$ cat src/rtl/pipe_hazard_unit.sv
// Pipeline hazard unit: destination scoreboard, load-use stall, branch flush, and a stall counter.
// Define HAZARD_FWD_EN to enable operand forwarding; otherwise every RAW hazard stalls until writeback.
module pipe_hazard_unit #(
    parameter  int REG_AW   = 5,
    parameter  int NSTAGE   = 3,
    parameter  int LOAD_LAT = 1,
    localparam int FW       = $clog2(NSTAGE + 1)
) (
    input  logic              clk_i,
    input  logic              rst_i,
    input  logic              id_valid_i,
    input  logic [REG_AW-1:0] id_rs1_i,
    input  logic [REG_AW-1:0] id_rs2_i,
    input  logic              id_rs1_used_i,
    input  logic              id_rs2_used_i,
    input  logic [REG_AW-1:0] id_rd_i,
    input  logic              id_wr_i,
    input  logic              id_load_i,
    input  logic              branch_taken_i,
    input  logic              perf_clr_i,
    output logic              stall_o,
    output logic              flush_o,
    output logic [FW-1:0]     fwd_a_o,
    output logic [FW-1:0]     fwd_b_o,
    output logic [31:0]       stall_cnt_o
);

    logic [NSTAGE-1:0] sb_valid_q, sb_valid_d;
    logic [NSTAGE-1:0] sb_load_q, sb_load_d;
    logic [REG_AW-1:0] sb_rd_q [NSTAGE];
    logic [REG_AW-1:0] sb_rd_d [NSTAGE];
    logic [31:0]       stall_cnt_q, stall_cnt_d;

    logic [NSTAGE-1:0] m1, m2;
    logic              stall_raw;
    logic [FW-1:0]     fwd_a_raw, fwd_b_raw;

    // Register x0 is hardwired, so a zero source address never creates a dependency.
    always_comb begin
        m1 = '0;
        m2 = '0;
        for (int k = 0; k < NSTAGE; k++) begin
            m1[k] = id_rs1_used_i && sb_valid_q[k] && (sb_rd_q[k] == id_rs1_i) && (id_rs1_i != '0);
            m2[k] = id_rs2_used_i && sb_valid_q[k] && (sb_rd_q[k] == id_rs2_i) && (id_rs2_i != '0);
        end
    end

`ifdef HAZARD_FWD_EN
    always_comb begin
        stall_raw = 1'b0;
        fwd_a_raw = '0;
        fwd_b_raw = '0;
        for (int k = 0; k < NSTAGE; k++) begin
            if ((k < LOAD_LAT) && sb_load_q[k] && (m1[k] || m2[k])) begin
                stall_raw = id_valid_i;
            end
        end
        // Scan oldest to youngest so the youngest producer overrides.
        for (int k = NSTAGE - 1; k >= 0; k--) begin
            if (m1[k]) fwd_a_raw = FW'(k + 1);
            if (m2[k]) fwd_b_raw = FW'(k + 1);
        end
        if (!id_valid_i) begin
            fwd_a_raw = '0;
            fwd_b_raw = '0;
        end
    end
`else
    always_comb begin
        stall_raw = id_valid_i && (|(m1 | m2));
        fwd_a_raw = '0;
        fwd_b_raw = '0;
    end
`endif

    // The oldest entry's load bit is never consumed, and the stall-only build ignores load bits.
    logic unused_load;
    assign unused_load = ^{sb_load_q, ((LOAD_LAT > NSTAGE) ? 1'b1 : 1'b0)};

    assign stall_o     = rst_i & stall_raw;
    assign flush_o     = rst_i & branch_taken_i & id_valid_i & ~stall_raw;
    assign fwd_a_o     = rst_i ? fwd_a_raw : '0;
    assign fwd_b_o     = rst_i ? fwd_b_raw : '0;
    assign stall_cnt_o = stall_cnt_q;

    always_comb begin
        sb_valid_d    = '0;
        sb_load_d     = '0;
        sb_valid_d[0] = id_valid_i && id_wr_i && (id_rd_i != '0) && !stall_raw;
        sb_load_d[0]  = id_load_i;
        sb_rd_d[0]    = id_rd_i;
        for (int k = 1; k < NSTAGE; k++) begin
            sb_valid_d[k] = sb_valid_q[k-1];
            sb_load_d[k]  = sb_load_q[k-1];
            sb_rd_d[k]    = sb_rd_q[k-1];
        end
    end

    always_comb begin
        stall_cnt_d = stall_cnt_q;
        if (perf_clr_i) begin
            stall_cnt_d = '0;
        end else if (stall_raw && (stall_cnt_q != 32'hFFFF_FFFF)) begin
            stall_cnt_d = stall_cnt_q + 32'd1;
        end
    end

    always_ff @(posedge clk_i or negedge rst_i) begin
        if (!rst_i) begin
            sb_valid_q  <= '0;
            sb_load_q   <= '0;
            stall_cnt_q <= '0;
            for (int k = 0; k < NSTAGE; k++) begin
                sb_rd_q[k] <= '0;
            end
        end else begin
            sb_valid_q  <= sb_valid_d;
            sb_load_q   <= sb_load_d;
            stall_cnt_q <= stall_cnt_d;
            for (int k = 0; k < NSTAGE; k++) begin
                sb_rd_q[k] <= sb_rd_d[k];
            end
        end
    end

endmodule

$ cat config.mk
export PLATFORM = sky130hd
export DESIGN_NAME = pipe_hazard_unit
export DESIGN_NICKNAME = d
export VERILOG_FILES = /design/src/rtl/pipe_hazard_unit.sv
export SDC_FILE = /design/constraint.sdc
export NUM_CORES = 1
export LEC_CHECK = 0
export CAP_MARGIN = 20
export CORE_UTILIZATION = 54
export DETAILED_ROUTE_END_ITERATION = 6
export PLACE_DENSITY = 0.95
export SLEW_MARGIN = 10
export SYNTH_ARGS = -nofsm -noshare
export SYNTH_HDL_FRONTEND = slang
export SYNTH_SLANG_ARGS = --single-unit
$ cat constraint.sdc
create_clock -name clk_i -period 9.37 [get_ports clk_i]
set_clock_uncertainty 0.1 [all_clocks]
set_input_delay 2.811 -clock clk_i [delete_from_list [all_inputs] [get_ports clk_i]]
set_output_delay 2.811 -clock clk_i [all_outputs]
set_load 0.05 [all_outputs]
# ---- Word-level counts from Yosys, hierarchy flattened
# Index checks and enable logic that the tools add are counted.
dict set report op_classes {
  add_sub_neg 1
  eq_ne 7
  muxes 2
  n_bitwise 6
  reduce_logical 29
}
# cell n
set ops {}
lappend ops {{2-to-1 mux 32 bit} 2}
lappend ops {{adder 32 x 1 -> 32 bit, second input constant} 1}
lappend ops {{inequality test 32 bit, second input constant} 1}
lappend ops {{== test 5 bit} 6}
lappend ops {{logical AND 1 bit} 23}
lappend ops {{nonzero test 5 bit} 3}
lappend ops {{bitwise AND 1 bit} 4}
lappend ops {{OR 3 bit} 1}
lappend ops {{OR reduction 3 bit} 1}
lappend ops {{nonzero test 2 bit} 1}
lappend ops {{zero test 1 bit} 1}
lappend ops {{NOT 1 bit} 1}
dict set report totals {
  reg_bits 50
  output_inout_bits 38
  elab_cells 50
}

# ---- Longest topological paths before layout
# Gate-level depths: netlist of run 1.
dict set report depth {
  word_depth 9
  ltp_mapped 9
  ltp_nobuf 8
}

# ---- Worst setup path before layout of run 1
# OpenSTA, ideal clock, no wires.
dict set report synth_path {
  kind {input port to output port}
  startpoint {input id_rs2_i[0]}
  endpoint {output flush_o}
  arrival_ns 4.543
  setup_slack_ns 1.916
  cell_stages 4
  cell_sequence {or4_1 -> o21ai_0 -> o22ai_4 -> nor2_1}
}
dict set report synth_between {
  elab_chain_cells 8
}
# item line
set synth_rtl {}
lappend synth_rtl {{start, declared} 13} ;# input logic [REG_AW-1:0] id_rs2_i,
lappend synth_rtl {{== test 5 bit} 44} ;# m2[k] = id_rs2_used_i && sb_valid_q[k] && (sb_rd_q[k] == id_rs2_i) && (id_rs2_i != '0);
lappend synth_rtl {{logical AND 1 bit (2 in series)} 44}
lappend synth_rtl {{OR 3 bit *} 70} ;# stall_raw = id_valid_i && (|(m1 | m2));
lappend synth_rtl {{OR reduction 3 bit *} 70}
lappend synth_rtl {{logical AND 1 bit *} 70}
lappend synth_rtl {{NOT 1 bit *} 81} ;# assign flush_o = rst_i & branch_taken_i & id_valid_i & ~stall_raw;
lappend synth_rtl {{bitwise AND 1 bit *} 81}
lappend synth_rtl {{end, declared} 22} ;# output logic flush_o,
# Every way passes the cells marked *; elsewhere a longest branch is shown, timed or not.

# ---- Worst setup path in the final report of run 1
dict set report layout_path {
  startpoint {input id_rs2_i[1]}
  endpoint {output stall_o}
}
dict set report layout_between {
  elab_chain_cells 7
}
# item line
set layout_rtl {}
lappend layout_rtl {{== test 5 bit} 44}
lappend layout_rtl {{logical AND 1 bit (2 in series)} 44}
lappend layout_rtl {{OR 3 bit *} 70}
lappend layout_rtl {{OR reduction 3 bit *} 70}
lappend layout_rtl {{logical AND 1 bit *} 70}
lappend layout_rtl {{bitwise AND 1 bit *} 80} ;# assign stall_o = rst_i & stall_raw;
lappend layout_rtl {{end, declared} 21} ;# output logic stall_o,
# Marked as above.

==> impl_metrics.json, run 1 <==
{
  "grtUsageTotal": 0.278,
  "cp.arrival_ps": 5660,
  "drive_above_1_share": 0.0881,
  "power_switching_uw": 106,
  "final_nets": 353,
  "diodes": 0,
  "grt_pass1_vias": 2257,
  "combPwrFrac": 0.101,
  "synth_top_area_share": 0.460,
  "timing.hold.ws_ps": 335,
  "placed_cell_area_um2": 3310,
  "syn_inst": 271,
  "power.internal_uw": 317,
  "async_reset_ff_frac": 1.00,
  "tns_ps": 0,
  "grt_remaining_overflow": 0,
  "rsz0062_at_grt": "false",
  "htreeDepth": 2,
  "worst-path-max-fanout": 10,
  "num_rows": 25,
  "syn_to_final_growth_pct": 25.7,
  "fmax_mhz": 117,
  "ys_seq_area_frac": 0.460,
  "dominantRegCellSynth": "dfrtp_1",
  "start_util": 0.569,
  "p_per_area_nw_per_um2": 123,
  "tightest_slew_ps": 700,
  "stdcell_area_um2": 3420,
  "routed_wl_um": 6940,
  "yosysWarnings": 0,
  "worstSetupPathType": "in -> out",
  "critPathSlowestCell": "clkdlybuf4s50_1",
  "slowest_delay_ps": 840,
  "cts_buffers": 5,
  "grt_max_degree": 51,
  "fillers": 348,
  "crit_buf_inv": 2,
  "synth_top_area_cell": "dfrtp_1",
  "clkTransAtPathRegs_ps": 90,
  "die_h_um": 73.0,
  "port_buffers": 56,
  "swShare": 0.250,
  "multi_input_area_um2": 1390,
  "cts_tree": "yes",
  "die_x_um": 73.0,
  "ctsHoldBuffers": 0,
  "drtIter0Drc": 218,
  "ff_latch_area_um2": 1250,
  "dr.pass1.iters": 4,
  "seq_power_share": 0.531,
  "drv_slew": 0,
  "ys_seq_elements": 50,
  "clk_path_buf_depth": 2,
  "status": "finished, final reports clean",
  "yosys-top-cells-count": "dfrtp_1, xor2_1, nand3_1, nor2_1",
  "cts_setup_buffers": 0,
  "clk_latency_ps": 310,
  "core_um2": 4790,
  "synth_area_leaders": "dfrtp_1, xor2_1, nand3_1, a21oi_1, xnor2_1",
  "setup_viol": 0,
  "slew_headroom": 0.530,
  "ir_drop_uv": 111,
  "via_per_inst": 6.03,
  "gp_congestion": 0.864,
  "cts.repair.resized": 0,
  "crit_family": "buffers and inverters",
  "routedWlPerCell_um": 17.5,
  "cts.sinks": 50,
  "crit_path_end_kind": "output pin",
  "grt_pass1_wl_um": 11100,
  "period_share": 0.915,
  "cap_violations": 0,
  "syn_area_per_cell_um2": 10.0,
  "min_path_type": "reg -> reg",
  "required_ps": 6460,
  "dieArea_um2": 5330,
  "synthesis.area_um2": 2720,
  "drc": 0,
  "cts-root-buf": "clkbuf_8",
  "dp_hpwl_um": 4900,
  "antenna_found_initial": 0,
  "path_common_cell": "clkdlybuf4s50_1",
  "worst_setup_path_start_kind": "input port",
  "fin_crit_ps": 8570,
  "pin_count": 62,
  "yosysMostFrequentCell": "dfrtp_1",
  "final-hold-violation-count": 0,
  "synth_cell_type_count": 45,
  "vias": 2387,
  "synth_edf_count": 0,
  "crit_path_cell_trace": "clkdlybuf4s50_1, xor2_1, nor4_1, nand3_1, and3_4, o22ai_4, and3_1, clkdlybuf4s50_1",
  "leakage_nw": 1.32,
  "clockPowerShare": 0.367,
  "postRouteAntennaNets": 0
}
-- path summary, 6_finish.rpt --
path | startpoint | to | slack [ps] | cells after the start
max | id_rs2_i[1] | stall_o | 800 | 8
min | sb_valid_q[0] | sb_valid_q[1] | 340 | 0
max reg2reg | stall_cnt_o[5] | stall_cnt_o[22] | 6510 | 8
min reg2reg | sb_valid_q[0] | sb_valid_q[1] | 340 | 0
max in group asynchronous | rst_i | stall_cnt_o[17] | 6170 | 2
min in group asynchronous | rst_i | sb_valid_q[2] | 2580 | 2
-- metal layers --
layer  global-route usage  routed length (um)  vias to the layer above
met5                    0                   0                        -
met4                0.153                 305                        0
met3               0.0635                 430                       29
met2                0.425                3330                      107
met1                0.366                2870                     1165
li1                     -                   -                     1086
-- state kept, by name, summed over array words and instances, names as in the netlist --
signal,flops
stall_cnt_o,32
sb_rd_d,10
sb_rd_q,5
sb_valid_q,3
-- layout by cell type, fill, tap and decap left out, types with 2 or more instances in the layout --
master / Yosys / layout
o41ai_1: 2 / 2
nor3_1: 3 / 3
mux2_4: 2 / 2
o31ai_1: 6 / 6
clkdlybuf4s50_1: 0 / 55
or3_1: 8 / 8
nand3_1: 23 / 23
nor4_1: 9 / 9
a21oi_1: 17 / 17
and3_1: 6 / 6
or4_1: 9 / 9
nor2b_1: 2 / 2
or2_2: 2 / 2
xor2_1: 29 / 29
and2_1: 2 / 2
and3_4: 3 / 3
xnor2_1: 9 / 9
buf_4: 4 / 2
o21ai_0: 11 / 11
clkbuf_8: 0 / 5
clkinvlp_4: 0 / 2
nand2_1: 17 / 17
o311ai_0: 2 / 2
a31o_2: 2 / 2
inv_1: 3 / 3
conb_1: 1 / 4
nand4_1: 5 / 5
nor2_1: 20 / 20
dfrtp_1: 50 / 50
-- power by group through the flow --
stage               logic [mW]  registers (mW)  clock network, mW
floorplan               0.0220           0.228                  0
global placement        0.0413           0.228                  0
detailed placement      0.0425           0.228                  0
CTS                     0.0429           0.224              0.157
global route            0.0461           0.225              0.166
finish                  0.0428           0.224              0.155
-- cells by family after synthesis --
group,count (synthesis),synth area share
AND/OR/NAND/NOR,116,0.246
flip-flops,50,0.460
AO/OA/AOI/OAI,48,0.118
XOR/XNOR,38,0.122
buffers and inverters,14,0.0331
multiplexers,3,0.0147
adder cells (fa/ha/maj),1,0.00460
other,1,0.00138
-- area by class of cell --
class | instances | area share
well taps | 67 | 0.0245
clock buffers | 5 | 0.0201
inverters | 3 | 0.00329
flip-flops and latches | 50 | 0.366
multi-input cells | 210 | 0.407
clock inverters | 3 | 0.0132
repair buffers | 58 | 0.167
-- through the flow --
stage                util  worst slack, ps  instances  total power [mW]
floorplan               -             1920        274             0.250
global placement    0.691              905        388             0.269
finish              0.715              800        396             0.422
detailed placement  0.691              848        388             0.271
global route        0.715              748        396             0.437
CTS                 0.715              834        396             0.424
No activity file was read; power rests on OpenSTA's default activity.
==> inputs of run 2 (changes only) <==
--- a/config.mk
+++ b/config.mk
@@ -6,6 +6,7 @@
 export NUM_CORES = 1
 export LEC_CHECK = 0
 export CAP_MARGIN = 20
+export CORE_ASPECT_RATIO = 1.1
 export CORE_UTILIZATION = 54
 export DETAILED_ROUTE_END_ITERATION = 6
 export PLACE_DENSITY = 0.95
==> constraint.sdc (replaced) <==
create_clock -name clk_i -period 10.01 [get_ports clk_i]
set_clock_uncertainty 0.1 [all_clocks]
set_input_delay 3.003 -clock clk_i [delete_from_list [all_inputs] [get_ports clk_i]]
set_output_delay 3.003 -clock clk_i [all_outputs]
set_load 0.05 [all_outputs]
==> run 2 against run 1 <==
  * Sequential share of layout area is 0.35 points higher
  * Non-clock buffer count unchanged
  * Combinational power decreased by 7.0%
  * Critical path type unchanged
  * Core utilization fell by 0.14 points
  * Die area about the same
  * Global-route usage fell by 1.6 points
  * Highest routed layer unchanged
  * Sequential power down 6%
==> impl_metrics.json, run 2 (synthesis gave the netlist of run 1 again) <==
{
  "rr_worst_depth": 8,
  "cts.repair.resized": 0,
  "cts_buffers": 5,
  "antenna_found_initial": 0,
  "start_util": 0.573,
  "dp_hpwl_um": 4710,
  "grt_pass1_vias": 2297,
  "final_nets": 353,
  "critPathSlowestCell": "clkdlybuf4s50_1",
  "tns_ps": 0,
  "num_rows": 26,
  "vias": 2365,
  "drv_slew": 0,
  "drtIter0Drc": 207,
  "grt_max_degree": 35,
  "cts_tree": "yes",
  "slew_headroom": 0.549,
  "cts-root-buf": "clkbuf_8",
  "multi_input_area_um2": 1390,
  "cts_setup_buffers": 0,
  "r2r-end": "stall_cnt_o[20]",
  "timing.hold.ws_ps": 321,
  "cp.arrival_ps": 5830,
  "dieArea_um2": 5330,
  "status": "finished, final reports clean",
  "die_h_um": 76.5,
  "r2r-start": "stall_cnt_o[4]",
  "via_per_inst": 6.14,
  "period_share": 0.892,
  "grtUsageTotal": 0.262,
  "required_ps": 6910,
  "r2r_slack_ps": 7190,
  "path_common_cell": "clkdlybuf4s50_1",
  "clkTransAtPathRegs_ps": 100,
  "min_path_cells": 0,
  "clk_latency_ps": 310,
  "clk_path_buf_depth": 2,
  "core_um2": 4750,
  "die_x_um": 69.7,
  "drive_above_1_share": 0.0881,
  "dr.pass1.iters": 5,
  "grt_remaining_overflow": 0,
  "crit_path_cell_trace": "clkdlybuf4s50_1, or4_1, o21ai_0, o22ai_4, nor2_1, clkdlybuf4s50_1",
  "ctsHoldBuffers": 0,
  "rsz0062_at_grt": "false",
  "fmax_mhz": 112,
  "final_cell_mix": "clkdlybuf4s50_1, dfrtp_1, xor2_1",
  "postRouteAntennaNets": 0,
  "fin_crit_ps": 8930,
  "min_path_type": "reg -> reg",
  "ff_latch_area_um2": 1250,
  "diodes": 0,
  "slowest_delay_ps": 810,
  "setup_viol": 0,
  "worst_setup_path_start_kind": "input port",
  "p_per_area_nw_per_um2": 111,
  "min-delay-start": "sb_valid_q[0]",
  "pin_count": 62,
  "htreeDepth": 2,
  "layout_commonest_cell": "clkdlybuf4s50_1",
  "cts.sinks": 50,
  "final-hold-violation-count": 0,
  "tightest_slew_ps": 671,
  "crit_path_end_kind": "output pin",
  "leakage_nw": 1.32,
  "largest_register_ff_count": 32,
  "syn_to_final_growth_pct": 24.6,
  "drc": 0,
  "routed_wl_um": 6640,
  "ir_drop_uv": 111,
  "port_buffers": 56,
  "worst-path-max-fanout": 10,
  "routedWlPerCell_um": 17.2,
  "cap_violations": 0,
  "fillers": 334,
  "worstSetupPathType": "in -> out",
  "grt_pass1_wl_um": 11000,
  "min_to": "sb_valid_q[1]",
  "gp_congestion": 0.889
}
==> run 2: cell types whose count changed in the layout (fill, tap and decap cells not counted) <==
cell | previous run | this run
bufinv_16 | 1 | 0
clkbuf_8 | 5 | 6
clkinv_2 | 0 | 1
clkinvlp_4 | 2 | 1
==> run 2: per-stage QoR <==
stage	instance area [um2]	setup WS (ps)	util	power, mW	cells
2_1_floorplan	2730	2170	-	0.234	274
3_3_place_gp	3290	1210	0.694	0.252	377
3_5_place_dp	3290	1150	0.694	0.253	377
4_1_cts	3390	1130	0.714	0.375	385
5_1_grt	3390	1010	0.714	0.389	385
6_report	3390	1080	0.714	0.376	385
==> run 2: worst max-delay path by stage <==
stage               endpoint        start  cells after the start
finish               flush_o  id_rs2_i[0]                      6
CTS                  flush_o  id_rs2_i[0]                      6
global placement     flush_o  id_rs1_i[0]                      6
detailed placement   stall_o  id_rs1_i[2]                      8
global route         flush_o  id_rs2_i[0]                      6
floorplan            flush_o  id_rs2_i[0]                      4
==> run 2: report_power, final <==
group | leakage, nW | switching, mW | internal (mW)
Clock | 0.0472 | 0.0706 | 0.0557
Combinational | 0.610 | 0.0234 | 0.0164
Sequential | 0.661 | 0.00405 | 0.206
==> run 2: cell type report <==
cell class,count,area share
clock buffers,6,0.0244
flip-flops and latches,50,0.369
inverters,3,0.00332
well taps,56,0.0207
clock inverters,2,0.00369
repair buffers,58,0.168
multi-input cells,210,0.410
==> run 2: routing by layer <==
layer | global-route usage | wire [um] | vias up
li1 | - | - | 1096
met2 | 0.431 | 3280 | 86
met4 | 0.100 | 162 | 0
met3 | 0.0569 | 313 | 16
met5 | 0 | 0 | -
met1 | 0.338 | 2890 | 1167
==> run 2: worst max-delay path, delay by kind of cell <==
kind / cells / cell delay, ps
AND/OR/NAND/NOR: 2 / 740
AO/OA/AOI/OAI: 2 / 750
buffers and inverters: 2 / 1330
